==> src/rtl/am_mod_gen.sv <==
// AM generator: carrier and message NCOs sharing a sine LUT, envelope x carrier in a 4-stage pipeline.
// Optional `AM_DSB_SC_EN adds suppressed-carrier mode. The quarter-wave table is built for LUT_AW=8, SAMPLE_W=8.
module am_mod_gen #(
    parameter int PHASE_W  = 32,
    parameter int LUT_AW   = 8,
    parameter int SAMPLE_W = 8,
    parameter int OUT_W    = 14
) (
    input  logic                       clk,
    input  logic                       rst_n,
    input  logic                       en,
    input  logic                       cfg_load,
    input  logic [PHASE_W-1:0]         carrier_fcw,
    input  logic [PHASE_W-1:0]         msg_fcw,
    input  logic [7:0]                 depth,
    input  logic                       sc_mode,
    output logic                       cfg_ack,
    output logic signed [OUT_W-1:0]    am_out,
    output logic                       am_valid
);

    localparam int ENV_W  = SAMPLE_W + 9;
    localparam int PROD_W = 2 * SAMPLE_W + 9;
    localparam int SH     = 2 * SAMPLE_W + 8 - OUT_W;

    localparam logic signed [ENV_W-1:0] ENV_OFS  = ENV_W'(2 ** (SAMPLE_W + 7));
    localparam logic signed [PROD_W:0]  RND_HALF = (PROD_W + 1)'(2 ** (SH - 1));
    localparam logic signed [PROD_W:0]  OMAX     = (PROD_W + 1)'(2 ** (OUT_W - 1) - 1);

    // round(127*sin(2*pi*k/256)), k = 0..64
    localparam logic [7:0] QTAB [0:64] = '{
        8'd0,   8'd3,   8'd6,   8'd9,   8'd12,  8'd16,  8'd19,  8'd22,
        8'd25,  8'd28,  8'd31,  8'd34,  8'd37,  8'd40,  8'd43,  8'd46,
        8'd49,  8'd51,  8'd54,  8'd57,  8'd60,  8'd63,  8'd65,  8'd68,
        8'd71,  8'd73,  8'd76,  8'd78,  8'd81,  8'd83,  8'd85,  8'd88,
        8'd90,  8'd92,  8'd94,  8'd96,  8'd98,  8'd100, 8'd102, 8'd104,
        8'd106, 8'd107, 8'd109, 8'd111, 8'd112, 8'd113, 8'd115, 8'd116,
        8'd117, 8'd118, 8'd120, 8'd121, 8'd122, 8'd122, 8'd123, 8'd124,
        8'd125, 8'd125, 8'd126, 8'd126, 8'd126, 8'd127, 8'd127, 8'd127,
        8'd127
    };

    function automatic logic signed [SAMPLE_W-1:0] lut_rd(input logic [LUT_AW-1:0] a);
        logic [LUT_AW-3:0] sub;
        logic [LUT_AW-2:0] idx;
        logic [SAMPLE_W-1:0] mag;
        sub = a[LUT_AW-3:0];
        idx = a[LUT_AW-2] ? (LUT_AW - 1)'(2 ** (LUT_AW - 2)) - {1'b0, sub} : {1'b0, sub};
        mag = SAMPLE_W'(QTAB[idx]);
        lut_rd = a[LUT_AW-1] ? -mag : mag;
    endfunction

    logic [PHASE_W-1:0] acc_c, acc_m, acc_c_nxt, acc_m_nxt;
    logic               m_carry, unused_c_carry;
    logic [PHASE_W-1:0] pend_cfcw, pend_mfcw, act_cfcw, act_mfcw;
    logic [7:0]         pend_depth, act_depth;
    logic               pend, apply;

    assign {m_carry, acc_m_nxt}        = {1'b0, acc_m} + {1'b0, act_mfcw};
    assign {unused_c_carry, acc_c_nxt} = {1'b0, acc_c} + {1'b0, act_cfcw};

    // Apply at idle, with a stopped message, or on the message wrap so the envelope never jumps mid-period.
    assign apply   = pend & (~en | (act_mfcw == '0) | m_carry);
    assign cfg_ack = apply;

    always_ff @(posedge clk or negedge rst_n) begin
        if (!rst_n) begin
            acc_c      <= '0;
            acc_m      <= '0;
            pend_cfcw  <= '0;
            pend_mfcw  <= '0;
            pend_depth <= '0;
            act_cfcw   <= '0;
            act_mfcw   <= '0;
            act_depth  <= '0;
            pend       <= 1'b0;
        end else begin
            if (en) begin
                acc_c <= acc_c_nxt;
                acc_m <= acc_m_nxt;
            end
            if (apply) begin
                act_cfcw  <= pend_cfcw;
                act_mfcw  <= pend_mfcw;
                act_depth <= pend_depth;
            end
            if (cfg_load) begin
                pend_cfcw  <= carrier_fcw;
                pend_mfcw  <= msg_fcw;
                pend_depth <= depth;
                pend       <= 1'b1;
            end else if (apply) begin
                pend <= 1'b0;
            end
        end
    end

    logic signed [SAMPLE_W-1:0] c1, m1, c2;
    logic [7:0]                 d1;
    logic                       v1, v2, v3, sc1;
    logic signed [ENV_W-1:0]    dm, env_nxt, env2;
    logic signed [PROD_W-1:0]   prod3;
    logic signed [PROD_W:0]     rsum, rsh;
    logic signed [OUT_W-1:0]    am_nxt;

`ifdef AM_DSB_SC_EN
    logic pend_sc, act_sc;
    always_ff @(posedge clk or negedge rst_n) begin
        if (!rst_n) begin
            pend_sc <= 1'b0;
            act_sc  <= 1'b0;
            sc1     <= 1'b0;
        end else begin
            if (apply)    act_sc  <= pend_sc;
            if (cfg_load) pend_sc <= sc_mode;
            sc1 <= act_sc;
        end
    end
`else
    logic unused_sc;
    assign unused_sc = sc_mode;
    assign sc1       = 1'b0;
`endif

    assign dm      = ENV_W'($signed({1'b0, d1})) * ENV_W'(m1);
    assign env_nxt = sc1 ? dm : ENV_OFS + dm;
    assign rsum    = (PROD_W + 1)'(prod3) + RND_HALF;
    assign rsh     = rsum >>> SH;

    always_comb begin
        am_nxt = rsh[OUT_W-1:0];
        if (rsh > OMAX)       am_nxt = OUT_W'(OMAX);
        else if (rsh < -OMAX) am_nxt = OUT_W'(-OMAX);
    end

    always_ff @(posedge clk or negedge rst_n) begin
        if (!rst_n) begin
            c1       <= '0;
            m1       <= '0;
            d1       <= '0;
            v1       <= 1'b0;
            c2       <= '0;
            env2     <= '0;
            v2       <= 1'b0;
            prod3    <= '0;
            v3       <= 1'b0;
            am_out   <= '0;
            am_valid <= 1'b0;
        end else begin
            c1       <= lut_rd(acc_c[PHASE_W-1 -: LUT_AW]);
            m1       <= lut_rd(acc_m[PHASE_W-1 -: LUT_AW]);
            d1       <= act_depth;
            v1       <= en;
            c2       <= c1;
            env2     <= env_nxt;
            v2       <= v1;
            prod3    <= PROD_W'(env2) * PROD_W'(c2);
            v3       <= v2;
            am_valid <= v3;
            if (v3) am_out <= am_nxt;
        end
    end

endmodule

==> config.mk <==
export PLATFORM = sky130hd
export DESIGN_NAME = am_mod_gen
export DESIGN_NICKNAME = d
export VERILOG_FILES = /design/src/rtl/am_mod_gen.sv
export SDC_FILE = /design/constraint.sdc
export NUM_CORES = 1
export LEC_CHECK = 0
export CAP_MARGIN = 20
export CORE_MARGIN = 1
export CORE_UTILIZATION = 30
export CTS_CLUSTER_SIZE = 10
export DETAILED_ROUTE_END_ITERATION = 8
export DONT_BUFFER_PORTS = 1
export PLACE_DENSITY = 0.55
export SYNTH_ARGS = -nofsm -noshare
export SYNTH_HDL_FRONTEND = slang
export SYNTH_SLANG_ARGS = --single-unit
==> constraint.sdc <==
create_clock -name clk -period 11.2 [get_ports clk]
set_input_delay 1.12 -clock clk [delete_from_list [all_inputs] [get_ports clk]]
set_output_delay 1.12 -clock clk [all_outputs]
set_load 0.05 [all_outputs]
==> results.md, run 1 <==
- The flow ran to the end, and the final reports show no timing, DRC or antenna violations.
- Synthesis handed over a netlist of 2266 instances.
- STA classifies the critical path startpoint as a flop.
- The detail-routed via count per cell is 4.962.
- Of all flip-flops after synthesis, the portion carrying an async set or reset was 1.000.
- The remaining routing DRC violations is 0.
- The commonest register cell after synthesis is dfrtp_1.
- For this design, the CTS-stage hold fixing added 0 buffers.
- The category of the most critical setup path is flop to flop.
- In this run, the number of DRC markers left after iteration 0 of detailed routing was 833.
- The root buffer cell is clkbuf_16.
- By area the synthesized netlist is led by dfrtp_1 (32%), fa_1 (13%), ha_1 (8.9%).
- The die is 278.0 µm wide.
- The area share of the largest cell type after synthesis is 0.3197.
- In the final layout, the share of cells above drive strength 1 is 0.1169.
- The total area inside the core boundary comes to 74950 µm².
- The number of global-route vias before repair is 16710.
- After clock tree synthesis, the clock-pin slew on the worst setup and hold paths is 50 ps.
- The multi-input combinational cells in the finished layout cover a total of 14150 µm².
- The floorplan die area is approximately 77000 µm².
- The worst-skew pair later-pin latency is 580 ps.
- The first global-routing pass estimated 82200 µm of wire.
- The total of endpoints with negative setup slack in the final report is 0.
- The synthesized design contains 0 enable-type register cells.
- Dividing the final minimum period by the clock period gives 0.5452.
- The count of filler cells inserted in the layout is 7562.
- The post-synthesis to final-layout area growth is 9.170%.
- Clock tree synthesis inserted a total of 39 buffers.
- Data on the critical path is required at its endpoint by around 12000 ps.
- The net count of the finished layout is 2618.
- The post-CTS setup buffer count is 0.
- The startpoint identified for the worst register-to-register timing path is c2[7]$_DFF_PN0_.
- After synthesis the cells add up to 22850 µm².
- The largest net degree at the start of global routing is 293.
- The flop and latch count out of synthesis is 292.
- STA puts the critical path data arrival time at between 6000 and 7000 ps.
- The number of pins with negative max-slew slack in the final report is 0.
- After floorplanning, the core was divided into 100 placement rows.
- In this run the tool buffered the top-level ports with 0 buffer cells.
- After clock tree synthesis, the repair step resized 0 gates.
- The count of clock tree sinks is 292.
- Between clock sinks in the finished design, the worst skew comes to 39.01 ps.
- The wire length per cell is 14.89 µm.
- The biggest area contributor in the post-synthesis netlist is dfrtp_1.
- The global route total overflow is 0.
- In this run the worst hold path is classified as input pin to asynchronous set/reset pin.
- Once detail routing completed, the nets flagged for antenna violations numbered 0.
- The count of final hold-check violations is 0.
- The count of warnings emitted by yosys is 0.
- The number of buffers between clock root and the deepest sink is 3.
- Of all nets on the critical path, the largest fanout is 16.
- Of the synthesized area, sequential elements account for 0.3197.
- For this run, the total global-route usage over all layers was measured as 0.1257.
- The initial antenna violation count is 3.
- The initial utilization of the core area, before any placement, comes to 0.3049.
- STA classifies the critical path endpoint as a flop.
- The count of maximum capacitance violations is 0.
- The net count of the mapped netlist is ~2700.
- The via count is 15980.
- For this design the top-level I/O count stands at 93.
- Derived from the worst setup path, the maximum achievable clock frequency is between 150 and 200 MHz.
- TritonCTS built the clock tree.
- The slew at the pin closest to its max-slew limit is 1080 ps.
- The critical path starts at c2[7]$_DFF_PN0_.
- The register area is 7307 µm².
- The die is 278.0 µm tall.
- The last weighted congestion value of the routability-driven placer is a little over 0.8.
- dfrtp_1 is the most common cell in the netlist.
- For the finished layout, the period the worst path requires is 6107 ps.
- The worst slew slack as a fraction of its limit is 0.2803.
- The number of H-tree levels is 2.
- The post-detailed-routing wire length is 47940 µm.
- The commonest cells after synthesis are dfrtp_1 (292), inv_1 (258), mux2_2 (170).
- The synthesized area divided by synthesized cell count is 10.09 µm².
- Setup repair after global routing left no endpoint under its margin.
- The total iterations of the first detailed-routing run is 5.
- Detailed placement ended at an HPWL of approximately 35000 µm.
- The number of distinct library cells after synthesis is 92.
- The setup TNS after final layout is 0 ps.
-- critical path: stages (launching register included) --
cell       delay (ps)
dfrtp_1           400
inv_1             460
nor2_1            150
fa_1              540
fa_1              530
fa_1              550
inv_1              50
fa_1              520
inv_1              40
ha_1              350
a2111o_1          380
a211o_1           300
o211ai_1          260
o21ai_0           210
o41ai_1           640
o2111ai_1         260
a21oi_1           220
xnor2_1           130
-- layer usage --
layer,wire (µm),GRT usage,vias to the layer above
met4,1116,0.03683,6
met3,1814,0.02292,84
met2,23090,0.2153,243
li1,-,-,7790
met1,21890,0.1605,7855
met5,37,0,-
-- final timing paths --
check / to / slack, ps / cells past startpoint
setup / recovery: prod3[24]$_DFF_PN0_ / 5090 / 17
hold / removal: am_out[3]$_DFFE_PN0P_ / 280 / 0
setup reg to reg: prod3[24]$_DFF_PN0_ / 5090 / 17
hold reg to reg: c2[0]$_DFF_PN0_ / 340 / 0
max in group asynchronous: act_mfcw[16]$_DFFE_PN0P_ / 10280 / 0
min in group clk: c2[0]$_DFF_PN0_ / 340 / 0
-- state kept, by name, indices dropped and copies added, names as in the netlist, 14 cells and up --
signal / count
act_cfcw: 32
act_mfcw: 32
acc_c: 32
env2: 17
acc_m: 32
pend_cfcw: 32
pend_mfcw: 32
prod3: 16
am_out: 14
-- metrics by stage --
| stage | cell area, µm² | hold WS (ps) | utilization | instances | setup WS, ps |
|---|---|---|---|---|---|
| floorplan | 22850 | 331.2 | - | 2266 | 5765 |
| global placement | 23690 | 336.7 | 0.3161 | 3157 | 5106 |
| detailed placement | 23690 | 334.7 | 0.3161 | 3157 | 5064 |
| CTS | 24930 | 235.3 | 0.3327 | 3217 | 5009 |
| global route | 24950 | 247.3 | 0.3329 | 3219 | 4628 |
| finish | 24950 | 278.6 | 0.3329 | 3220 | 5093 |
-- cell families (layout without fill, tap and decap cells) --
kind of cell	after synthesis	count (layout)	share of synthesized area
simple gates	600	600	0.1363
mux	185	185	0.09050
compound gates	441	441	0.1374
flops	292	292	0.3197
xor+xnor	94	94	0.03668
buf+inv	343	327	0.06099
fa+ha+maj	311	311	0.2185
other cells	0	1	0
-- layout by cell type (no fill, tap or decap), types with 29 or more instances in the layout --
master,Yosys,routed
dfrtp_1,292,292
inv_1,258,258
mux2_2,170,170
ha_1,163,163
fa_1,147,147
nand2_1,141,141
and2_1,124,124
nor2_1,110,110
a21oi_1,92,92
o21ai_0,72,72
xnor2_1,65,65
clkbuf_16,0,39
nor3_1,36,36
nand3_1,33,33
a211oi_1,30,30
a21o_1,29,29
-- cell type report --
| type | count | share of cell area |
|---|---|---|
| clock inverter | 10 | 0.007021 |
| multi-input combinational | 1631 | 0.5673 |
| tap | 969 | 0.04859 |
| clock buffer | 50 | 0.04278 |
| antenna | 1 | 0.0001003 |
| inverter | 259 | 0.03896 |
| timing repair buffer | 8 | 0.002407 |
| sequential | 292 | 0.2929 |
Power of run 1 is left out: the tool's default activity adds up to more than one toggle a clock period on the data nets, which glitch-free logic cannot reach.
==> run 2: changes to the inputs <==
--- a/config.mk
+++ b/config.mk
@@ -11,7 +11,7 @@
 export CTS_CLUSTER_SIZE = 10
 export DETAILED_ROUTE_END_ITERATION = 8
 export DONT_BUFFER_PORTS = 1
-export PLACE_DENSITY = 0.55
+export PLACE_DENSITY = 0.56
 export SYNTH_ARGS = -nofsm -noshare
 export SYNTH_HDL_FRONTEND = slang
 export SYNTH_SLANG_ARGS = --single-unit
==> constraint.sdc (replaced) <==
create_clock -name clk -period 5.55 [get_ports clk]
set_input_delay 0.555 -clock clk [delete_from_list [all_inputs] [get_ports clk]]
set_output_delay 0.555 -clock clk [all_outputs]
set_load 0.05 [all_outputs]
==> results.md, run 2 (same netlist as run 1, synthesis figures left out) <==
- The floorplan die area is approximately 77000 µm².
- The final period utilization is 0.9364.
- The number of H-tree levels is 2.
- After clock tree synthesis, the clock-pin slew on the worst setup and hold paths is 60 ps.
- Summing all flip-flop and latch instances after layout gives between 7000 and 8000 µm².
- The region available for standard cell placement spans 74950 µm².
- For this block, the routed nets add up to 48240 µm of wire.
- The slew at the pin closest to its max-slew limit is about 1100 ps.
- The minimum clock period is 5197 ps.
- The root buffer cell is clkbuf_16.
- The post-synthesis to final-layout area growth is 10.04%.
- The count of filler cells inserted in the layout is about 7500.
- The floorplan step set the die height to 278.0 µm.
- Of all nets on the critical path, the largest fanout is 11.
- 0 antenna diodes ended up in the layout.
- The global-route wire length before repair is 82320 µm.
- The number of buffers between clock root and the deepest sink is 3.
- The worst setup path is captured at a flop.
- In this run the remaining antenna-violating nets after routing total 0.
- Setup repair after global routing left no endpoint under its margin.
- The final core area utilization is 0.3356.
- In this design, the stage delay of the slowest critical-path cell is 550 ps.
- The cell with the biggest individual delay on the critical path is fa_1.
- The multi-input logic area is around 14000 µm².
- In this run the most used layer during global routing was met2.
- The wire length per cell is around 15 µm.
- For met2 alone, demand over resource in global routing was 0.2140.
- Entering global routing, the biggest net connects 293 pins.
- The initial utilization of the core area, before any placement, comes to 0.3049.
- STA puts the critical path data required time at 5990 ps.
- The last weighted congestion value of the routability-driven placer is 0.8429.
- The tightest hold path in the finished design has a slack of -293.8 ps.
- Headroom to the max-slew limit came out at 0.2558.
- The first routing iteration left 790 violations.
- The number of global-route vias before repair was roughly 17000.
- The overall track demand over capacity in global routing is 0.1259.
- The total iterations of the first detailed-routing run is 5.
- Summing over every cut layer, the via total after detailed routing is 16140.
- The count of maximum capacitance violations is 0.
- During placement, the flow inserted port buffers numbering 0.
- The global route total overflow is 0.
- The remaining routing DRC violations is 0.
- The initial antenna violation count is 3.
- The critical path goes through and2_1 -> fa_1 -> fa_1 -> fa_1 -> inv_1 -> fa_1 -> inv_1 -> ha_1 -> a2111o_1 -> a211o_1 -> o211ai_1 -> o21ai_1 -> o41ai_2 -> buf_4 -> o2111ai_1 -> buf_4 -> xor2_1.
- The I/O pin count is 93.
- The count of clock tree sinks is around 290.
- At the later pin of the worst-skew pair, clock insertion delay measures 570 ps.
- The instance count after placement with tap cells included is 3178.
- The initialized floorplan defines 100 standard-cell rows.
- The wire-length estimate of the detail-placed layout is 35600 µm.
- Based on the critical path, the design can be clocked at up to 192.4 MHz.
- The final reports fail on hold timing.
- Measured along the x axis, the die boundary spans ~280 µm.
- The endpoint arrival time on the critical path is 5630 ps.
- The net count of the finished layout is 2645.
- For the final routed database, the setup TNS stands at 0 ps.
- Among the stages of the critical path, the cell type that occurs most often is fa_1.
- The count of final hold-check violations is 292.
- The flow ran to the end, but the final reports show violations.
- The global-route met3 utilization is 0.02157.
- STA classifies the critical path startpoint as a flop.
- The filler-free cell count of the finished design is approximately 3200.
- The top cell types in the final layout, fill and taps aside, are dfrtp_1 (289), inv_1 (258), mux2_2 (170).
- Once placement finished, the instance area stood at 23860 µm².
- In the final layout, the share of cells above drive strength 1 is 0.1304.
- The number of pins with negative max-slew slack in the final report was 0.
- The most common library cell in the layout ignoring fill and taps is dfrtp_1.
- The final clock skew is 25.21 ps.
- Setup violations remaining at the end of the flow were counted as 0.
- The category of the most critical setup path is flop to flop.
- The cell area after layout is 25150 µm².
- The worst min-delay path category is input pin to asynchronous set/reset pin.
- In the global route stage, met1 resource usage came out at 0.1635.
- TritonCTS built the clock tree.
- The detail-routed via count per cell is 4.970.
- In this run, CTS created clock tree buffers numbering 40.
==> run 2: cell types whose count changed in the layout (fill, tap and decap cells not counted), moves of 2 or more <==
cell / change
dfrtp_2: +3
clkinv_2: +2
clkbuf_8: +2
bufinv_16: -3
buf_4: +25
dfrtp_1: -3
==> run 2: repair_timing <==
item / 4_1_cts / 5_1_grt
hold endpoints to repair: 292 / 292
resized for setup: 0 / 6
setup buffers: 0 / 7
endpoints found under the setup margin: 0 / 4
==> run 2: metal layers <==
| metal | wire (µm) | vias to the layer above |
|---|---|---|
| met3 | 1946 | 67 |
| met5 | 26 | - |
| met2 | 23360 | 230 |
| met1 | 21900 | 8003 |
| li1 | - | 7834 |
| met4 | 1011 | 4 |
==> run 2: critical path: cells and delay by family (launching register included) <==
kind / cells / cell delay [ps]
simple gates: 1 / 180
xor+xnor: 1 / 130
compound gates: 6 / 1450
fa+ha+maj: 5 / 2400
flops: 1 / 480
buf+inv: 4 / 430
==> run 2: final timing paths <==
check	startpoint	end	slack (ps)	depth (start not counted)
max in group asynchronous	rst_n	acc_c[30]$_DFFE_PN0P_	4950	0
worst min register to register	c1[1]$_DFF_PN0_	c2[1]$_DFF_PN0_	340	0
min in group clk	en	v1$_DFF_PN0_	50	0
worst max-delay path	c2[6]$_DFF_PN0_	prod3[23]$_DFF_PN0_	350	17
worst max register to register	c2[6]$_DFF_PN0_	prod3[23]$_DFF_PN0_	350	17
worst min-delay path	rst_n	am_out[13]$_DFFE_PN0P_	-290	0
==> run 2: cell type report <==
type                            count  share of cell area
Clock buffer                       52             0.04438
Clock inverter                     10            0.004229
Inverter                          259             0.03866
Multi-Input combinational cell   1631              0.5632
Sequential cell                   292              0.2907
Tap cell                          969             0.04821
Timing Repair Buffer               34             0.01065
==> run 2: through the flow <==
stage          setup WS [ps]  hold WS [ps]
3_5_place_dp           35.57         272.1
4_1_cts                18.70        -334.6
6_report               353.1        -293.8
5_1_grt                46.89        -331.2
2_1_floorplan          114.6         259.4
3_3_place_gp           63.19         272.7
Power of run 2 is left out for the same reason.
==> run 3: changes to the inputs <==
--- a/config.mk
+++ b/config.mk
@@ -5,6 +5,7 @@
 export SDC_FILE = /design/constraint.sdc
 export NUM_CORES = 1
 export LEC_CHECK = 0
+export ABC_CLOCK_PERIOD_IN_PS = 5550
 export CAP_MARGIN = 20
 export CORE_MARGIN = 1
 export CORE_UTILIZATION = 30
==> results of run 3 <==
Same layout as run 2: the final DEF is identical, and so are final timing and power.
Power of run 3 is left out for the same reason.
